$ cat src/rtl/temp_mon_pkg.sv
`default_nettype none
// ============================================================================
//  Module   : temp_mon_pkg
//  Purpose  : Shared FSM encoding and DS18B20 conversion helpers for temp_monitor.
//  Revision : 1.0
// ============================================================================
package temp_mon_pkg;

   typedef enum logic [2:0] {
      IDLE   = 3'd0,
      START  = 3'd1,
      WAIT   = 3'd2,
      PROC   = 3'd3,
      UPDATE = 3'd4,
      FAIL   = 3'd5
   } state_t;

   // Value the DS18B20 reports before its first real conversion (85 C).
   localparam logic [15:0] RAW_POR = 16'h0550;

   function automatic logic signed [7:0] raw_to_c(input logic [15:0] raw);
      logic signed [16:0] sum;
      logic signed [16:0] shr;
      sum = $signed({raw[15], raw}) + 17'sd8;
      shr = sum >>> 4;
      if (shr > 17'sd127)
         return 8'sd127;
      else if (shr < -17'sd128)
         return -8'sd128;
      else
         return shr[7:0];
   endfunction

endpackage
`default_nettype wire

$ cat src/rtl/temp_ms_timer.sv
`default_nettype none
// ============================================================================
//  Module   : temp_ms_timer
//  Purpose  : Free-running microsecond and millisecond tick pulse generator.
//  Revision : 1.0
// ============================================================================
module temp_ms_timer #(
   parameter int FCLK      = 125,
   parameter int US_PER_MS = 1000
) (
   input  logic clk,
   input  logic rst,
   output logic us_tick,
   output logic ms_tick
);

   localparam int c_us_w = $clog2(FCLK + 1);
   localparam int c_ms_w = $clog2(US_PER_MS + 1);

   logic [c_us_w-1:0] us_cnt_q, us_cnt_d;
   logic [c_ms_w-1:0] ms_cnt_q, ms_cnt_d;

   always_comb begin
      us_tick  = (us_cnt_q == c_us_w'(FCLK - 1));
      ms_tick  = us_tick && (ms_cnt_q == c_ms_w'(US_PER_MS - 1));
      us_cnt_d = us_tick ? '0 : us_cnt_q + c_us_w'(1);
      ms_cnt_d = ms_cnt_q;
      if (ms_tick)
         ms_cnt_d = '0;
      else if (us_tick)
         ms_cnt_d = ms_cnt_q + c_ms_w'(1);
   end

   always_ff @(posedge clk or posedge rst) begin
      if (rst) begin
         us_cnt_q <= '0;
         ms_cnt_q <= '0;
      end else begin
         us_cnt_q <= us_cnt_d;
         ms_cnt_q <= ms_cnt_d;
      end
   end

endmodule
`default_nettype wire

$ cat src/rtl/temp_monitor.sv
`default_nettype none
// ============================================================================
//  Module   : temp_monitor
//  Purpose  : Schedules 1-wire temperature reads, averages them and raises alarms.
//  Revision : 1.0
// ============================================================================
module temp_monitor
   import temp_mon_pkg::*;
#(
   parameter int FCLK       = 125,
   parameter int US_PER_MS  = 1000,
   parameter int PERIOD_MS  = 1000,
   parameter int TIMEOUT_MS = 1000,
   parameter int T_HIGH     = 70,
   parameter int T_HYST     = 5
) (
   input  logic        clk,
   input  logic        rst,
   output logic        meas_start,
   input  logic        meas_done,
   input  logic [15:0] meas_raw,
   input  logic        meas_presence,
   output logic [7:0]  temp_c,
   output logic [7:0]  temp_avg,
   output logic        temp_valid,
   output logic        alarm,
   output logic        sensor_err,
   output logic [7:0]  err_cnt
);

   localparam logic [15:0]        c_period_last  = 16'(PERIOD_MS - 1);
   localparam logic [15:0]        c_timeout_last = 16'(TIMEOUT_MS - 1);
   localparam logic signed [9:0]  c_t_high       = 10'(T_HIGH);
   localparam logic signed [9:0]  c_t_clear      = 10'(T_HIGH - T_HYST);

   logic us_tick_w, ms_tick_w;

   temp_ms_timer #(.FCLK(FCLK), .US_PER_MS(US_PER_MS)) u_timer (
      .clk     (clk),
      .rst     (rst),
      .us_tick (us_tick_w),
      .ms_tick (ms_tick_w)
   );

   state_t             state_q, state_d;
   logic [15:0]        ms_cnt_q, ms_cnt_d;
   logic [15:0]        raw_q, raw_d;
   logic               pres_q, pres_d;
   logic               first_q, first_d;
   logic signed [7:0]  win_q [4];
   logic signed [7:0]  win_d [4];
   logic               win_full_q, win_full_d;
   logic               avg_pend_q, avg_pend_d;
   logic               hyst_q, hyst_d;
   logic [1:0]         consec_q, consec_d;
   logic signed [7:0]  temp_c_q, temp_c_d;
   logic signed [7:0]  temp_avg_q, temp_avg_d;
   logic               temp_valid_q, temp_valid_d;
   logic               alarm_q, alarm_d;
   logic               sensor_err_q, sensor_err_d;
   logic [7:0]         err_cnt_q, err_cnt_d;
   logic               meas_start_q, meas_start_d;

   logic signed [7:0]  conv_w;
   logic signed [9:0]  sum_w;
   logic signed [9:0]  avg10_w;
   logic signed [7:0]  avg_w;

   always_comb begin
      conv_w  = raw_to_c(raw_q);
      sum_w   = 10'(win_q[0]) + 10'(win_q[1]) + 10'(win_q[2]) + 10'(win_q[3]);
      avg10_w = sum_w >>> 2;
      avg_w   = avg10_w[7:0];
   end

   always_comb begin
      state_d      = state_q;
      ms_cnt_d     = ms_cnt_q;
      raw_d        = raw_q;
      pres_d       = pres_q;
      first_d      = first_q;
      win_d        = win_q;
      win_full_d   = win_full_q;
      avg_pend_d   = 1'b0;
      hyst_d       = hyst_q;
      consec_d     = consec_q;
      temp_c_d     = temp_c_q;
      temp_avg_d   = temp_avg_q;
      temp_valid_d = 1'b0;
      sensor_err_d = sensor_err_q;
      err_cnt_d    = err_cnt_q;
      meas_start_d = 1'b0;

      // Average is published one cycle after the window shifts.
      if (avg_pend_q) begin
         temp_avg_d   = avg_w;
         temp_valid_d = 1'b1;
         if (10'(avg_w) >= c_t_high)
            hyst_d = 1'b1;
         else if (10'(avg_w) <= c_t_clear)
            hyst_d = 1'b0;
      end

      case (state_q)
         IDLE: begin
            if (ms_tick_w) begin
               if (ms_cnt_q == c_period_last)
                  state_d = START;
               else
                  ms_cnt_d = ms_cnt_q + 16'd1;
            end
         end
         START: begin
            meas_start_d = 1'b1;
            ms_cnt_d     = '0;
            state_d      = WAIT;
         end
         WAIT: begin
            if (meas_done) begin
               raw_d   = meas_raw;
               pres_d  = meas_presence;
               state_d = PROC;
            end else if (ms_tick_w) begin
               if (ms_cnt_q == c_timeout_last)
                  state_d = FAIL;
               else
                  ms_cnt_d = ms_cnt_q + 16'd1;
            end
         end
         PROC: begin
            ms_cnt_d = '0;
            if (!pres_q)
               state_d = FAIL;
            else if (first_q && raw_q == RAW_POR) begin
               first_d = 1'b0;
               state_d = IDLE;
            end else
               state_d = UPDATE;
         end
         UPDATE: begin
            ms_cnt_d = '0;
            temp_c_d = conv_w;
            if (!win_full_q) begin
               for (int i = 0; i < 4; i++) win_d[i] = conv_w;
               win_full_d = 1'b1;
            end else begin
               win_d[0] = win_q[1];
               win_d[1] = win_q[2];
               win_d[2] = win_q[3];
               win_d[3] = conv_w;
            end
            avg_pend_d   = 1'b1;
            sensor_err_d = 1'b0;
            consec_d     = 2'd0;
            first_d      = 1'b0;
            state_d      = IDLE;
         end
         FAIL: begin
            ms_cnt_d     = '0;
            sensor_err_d = 1'b1;
            if (err_cnt_q != 8'hFF) err_cnt_d = err_cnt_q + 8'd1;
            if (consec_q != 2'd3)   consec_d  = consec_q + 2'd1;
            state_d      = IDLE;
         end
         default: state_d = START;
      endcase

      alarm_d = hyst_d | (consec_d == 2'd3);
   end

   always_ff @(posedge clk or posedge rst) begin
      if (rst) begin
         state_q      <= START;
         ms_cnt_q     <= '0;
         raw_q        <= '0;
         pres_q       <= 1'b0;
         first_q      <= 1'b1;
         win_q        <= '{default: '0};
         win_full_q   <= 1'b0;
         avg_pend_q   <= 1'b0;
         hyst_q       <= 1'b0;
         consec_q     <= 2'd0;
         temp_c_q     <= '0;
         temp_avg_q   <= '0;
         temp_valid_q <= 1'b0;
         alarm_q      <= 1'b0;
         sensor_err_q <= 1'b0;
         err_cnt_q    <= '0;
         meas_start_q <= 1'b0;
      end else begin
         state_q      <= state_d;
         ms_cnt_q     <= ms_cnt_d;
         raw_q        <= raw_d;
         pres_q       <= pres_d;
         first_q      <= first_d;
         win_q        <= win_d;
         win_full_q   <= win_full_d;
         avg_pend_q   <= avg_pend_d;
         hyst_q       <= hyst_d;
         consec_q     <= consec_d;
         temp_c_q     <= temp_c_d;
         temp_avg_q   <= temp_avg_d;
         temp_valid_q <= temp_valid_d;
         alarm_q      <= alarm_d;
         sensor_err_q <= sensor_err_d;
         err_cnt_q    <= err_cnt_d;
         meas_start_q <= meas_start_d;
      end
   end

   assign meas_start = meas_start_q;
   assign temp_c     = temp_c_q;
   assign temp_avg   = temp_avg_q;
   assign temp_valid = temp_valid_q;
   assign alarm      = alarm_q;
   assign sensor_err = sensor_err_q;
   assign err_cnt    = err_cnt_q;

endmodule
`default_nettype wire

$ cat config.mk
export PLATFORM = sky130hd
export DESIGN_NAME = temp_monitor
export DESIGN_NICKNAME = d
export VERILOG_FILES = /design/src/rtl/temp_mon_pkg.sv /design/src/rtl/temp_ms_timer.sv /design/src/rtl/temp_monitor.sv
export SDC_FILE = /design/constraint.sdc
export NUM_CORES = 1
export LEC_CHECK = 0
export CAP_MARGIN = 20
export CORE_MARGIN = 2
export CORE_UTILIZATION = 66
export CTS_BUF_LIST = sky130_fd_sc_hd__clkbuf_4
export DETAILED_ROUTE_END_ITERATION = 7
export HOLD_SLACK_MARGIN = 0.12
export PLACE_DENSITY = 0.85
export SLEW_MARGIN = 20
export SYNTH_ARGS = -nofsm -noshare
export SYNTH_HDL_FRONTEND = slang
export SYNTH_HIERARCHICAL = 1
export SYNTH_SLANG_ARGS = --single-unit
$ cat constraint.sdc
create_clock -name clk -period 8 [get_ports clk]
set_input_delay 1.6 -clock clk [delete_from_list [all_inputs] [get_ports clk]]
set_output_delay 1.6 -clock clk [all_outputs]
set_load 0.1 [all_outputs]
==> reports/metrics.cfg <==
[placed_design]
place_congestion = 0.939
io_buffers = 47
hpwl_um = 9510
dp_cells = 797

[clocking]
cts_sinks = 111
clk_pin_slew_ns = 0.18
cts_resized = 0
clock_path_buffers = 2
worstSkewPairLatency_ns = 0.47
cts_made_buffers = 9
postCtsHoldBufs = 0
cts_tree = yes
h-tree-depth = 3
postCtsSetupRepairBufs = 0
cts_root_buf = clkbuf_4

[global_routing]
grt_pass1_wl_um = 22200
grt_max_degree = 67
grt_use_total_pct = 26.4
grt_remaining_overflow = 0
antenna_found_initial = 0
grt_pass1_vias = 4807

[worst_hold_path]
holdPathStages = 2
hold_class = reg -> reg

[synthesis]
seq_area_frac_synth_pct = 43.2
ys_types = 79
synth_ff_type = dfrtp_1
syn-instance-count = 648
yosysWarnings = 6
synth.avg_cell_area_um2 = 9.93
synth_nets = 698
synthArstFlopShare_pct = 100
netlist_area_um2 = 6440
synth_edf_count = 0
ys_ff_latch = 111

[critical_path]
reg2reg_depth = 11
critPathKind = reg -> out
arrival_ns = 2.16
crit_path_end_kind = output pin
start_kind = flip-flop
slowest_stage = clkdlybuf4s50_1
worstPathCellList = clkdlybuf4s50_1
cp.required_ns = 6.40
crit_buf_inv = 1
slowest_delay_ns = 1.21
critPathTopFamily = buffers and inverters
crit_fanout = 4
cp.depth = 1

[detailed_routing]
drtIter0Drc = 228
ant_nets = 0
routedWlPerCell_um = 15.8
vias_per_cell = 5.95
wl_um = 12900
dr.pass1.iters = 5
drc = 0
via_count = 4847

[sta]
tightest_slew_ns = 1.03
drv_slew = 0
fmax_ghz = 0.266
post-route-min-period_ns = 3.76
fin_crit_sh_pct = 47.0
setup_violations = 0
final.setup.tns_ns = 0
max_slew_margin_pct = 31.5
fin_skew_ns = 0.0300
hold_viol_final = 0
rsz0062_at_grt = false

[layout]
layout.nets = 726
fin_util_pct = 73.9
area_delta_synth_final_pct = 10.7
seq_area_um2 = 2780
fillers = 712
multi_input_area_um2 = 3290
drive_above_1_share_pct = 10.7
stdcell_count = 815

[floorplanning]
fp.dieH_um = 103
die_x_um = 103
ioPinCount = 48
core_area_um2 = 9640
start_util_pct = 66.8
num_rows = 36
dieArea_um2 = 10600

[job]
maxCapViolations = 0

[status]
status = completed

layout by cell type, fill, tap and decap left out, types with 4 or more instances in the layout:
cell type	netlist	final
inv_1	55	54
xor2_1	20	20
fa_1	17	17
dfrtp_1	109	109
nand3_1	23	23
a21oi_1	30	30
clkbuf_4	0	10
or4_4	4	4
a22o_1	4	4
o21a_1	7	7
and4_1	7	7
mux2_2	20	20
nand2b_1	8	8
o21ai_1	7	7
and3_1	9	9
nand2_1	52	52
nor2_1	50	50
o21ai_2	6	6
nor2b_1	4	4
o21ai_0	27	27
xnor2_1	19	19
o22ai_1	5	5
clkdlybuf4s50_1	0	47
ha_1	13	13
a2bb2oi_1	5	5
a31oi_1	4	4
nand4_1	15	15
nor3_1	12	12
or3_1	6	6
path summary, 6_finish.rpt:
path	start	endpoint	slack (ns)
setup / recovery	win_q[7]	temp_c[7]	4.24
hold / removal	first_q	first_q	0.46
setup reg to reg	win_q[3]	alarm	4.31
hold reg to reg	first_q	first_q	0.46
max in group asynchronous	rst	temp_valid	5.35
min in group asynchronous	rst	raw_q[2]	1.45
stage by stage:
| step | worst slack, ns | area [um^2] | hold slack [ns] |
|---|---|---|---|
| floorplan | 3.95 | 6440 | 0.352 |
| global placement | 3.84 | 6940 | 0.443 |
| detailed placement | 3.69 | 6940 | 0.444 |
| CTS | 4.19 | 7110 | 0.467 |
| global route | 4.12 | 7120 | 0.491 |
| finish | 4.24 | 7130 | 0.465 |
flip-flops by register name, summed over array words and instances, names as in the netlist:
name and count:
err_cnt 8, state_q 3, temp_valid 1, consec_q 2, hyst_q 1, avg_pend_q 1
temp_avg 8, u_timer/us_cnt_q 7, win_q 32, u_timer/ms_cnt_q 10, sensor_err 1, raw_q 16
ms_cnt_q 16, win_full_q 1, meas_start 1, first_q 1, pres_q 1, alarm 1
layout make-up:
type | count | share of cell area [%]
diodes | 1 | 0.0351
flip-flops and latches | 111 | 39.0
clock buffers | 10 | 1.05
well taps | 133 | 2.33
multi-input cells | 447 | 46.1
inverters | 57 | 3.02
clock inverters | 6 | 1.44
repair buffers | 50 | 6.97
routing by layer:
layer / part of all wire (%) / vias up / global-route usage, %
li1: - / 2327 / -
met3: 3.2 / 13 / 5.36
met5: 0 / - / 0
met2: 53 / 95 / 46.1
met1: 43 / 2412 / 33.9
met4: 1.0 / 0 / 6.78
synthesized netlist by cell type, drive strengths merged, types with 4 or more instances:
library cell | count | area, um^2
o21ai | 40 | 223
inv | 56 | 210
fa | 17 | 340
or3 | 6 | 37.5
buf | 18 | 114
o21a | 7 | 52.6
xor2 | 20 | 175
nand2b | 8 | 50.1
mux2 | 20 | 225
nor3 | 12 | 60.1
o22ai | 5 | 31.3
and4 | 8 | 72.6
nor2b | 4 | 25.0
ha | 13 | 163
dfrtp | 109 | 2730
nand4 | 17 | 136
o31ai | 4 | 35.0
a2bb2oi | 5 | 43.8
a22o | 4 | 35.0
nor2 | 50 | 188
or4 | 7 | 67.6
a31oi | 5 | 37.5
and3 | 9 | 56.3
nand2 | 52 | 195
or2 | 5 | 31.3
a21oi | 30 | 150
clkbuf | 15 | 56.3
xnor2 | 19 | 166
nand3 | 26 | 160
nor4 | 4 | 37.5
worst min-delay path: stages (launching register included):
cell and delay [ns]:
dfstp_2 0.41, nand2_1 0.05, a31oi_1 0.03
logic make-up after synthesis:
| family | synth area share [%] |
|---|---|
| DFF | 43.2 |
| AOI/OAI and AO/OA | 14.7 |
| buffers and inverters | 5.97 |
| and+or+nand+nor | 19.4 |
| xor gates and xnor gates | 5.31 |
| muxes | 3.65 |
| adders and majority gates | 7.81 |
Power is left out: the tool's default activity adds up to more than one toggle a clock period on the data nets, which glitch-free logic cannot reach.
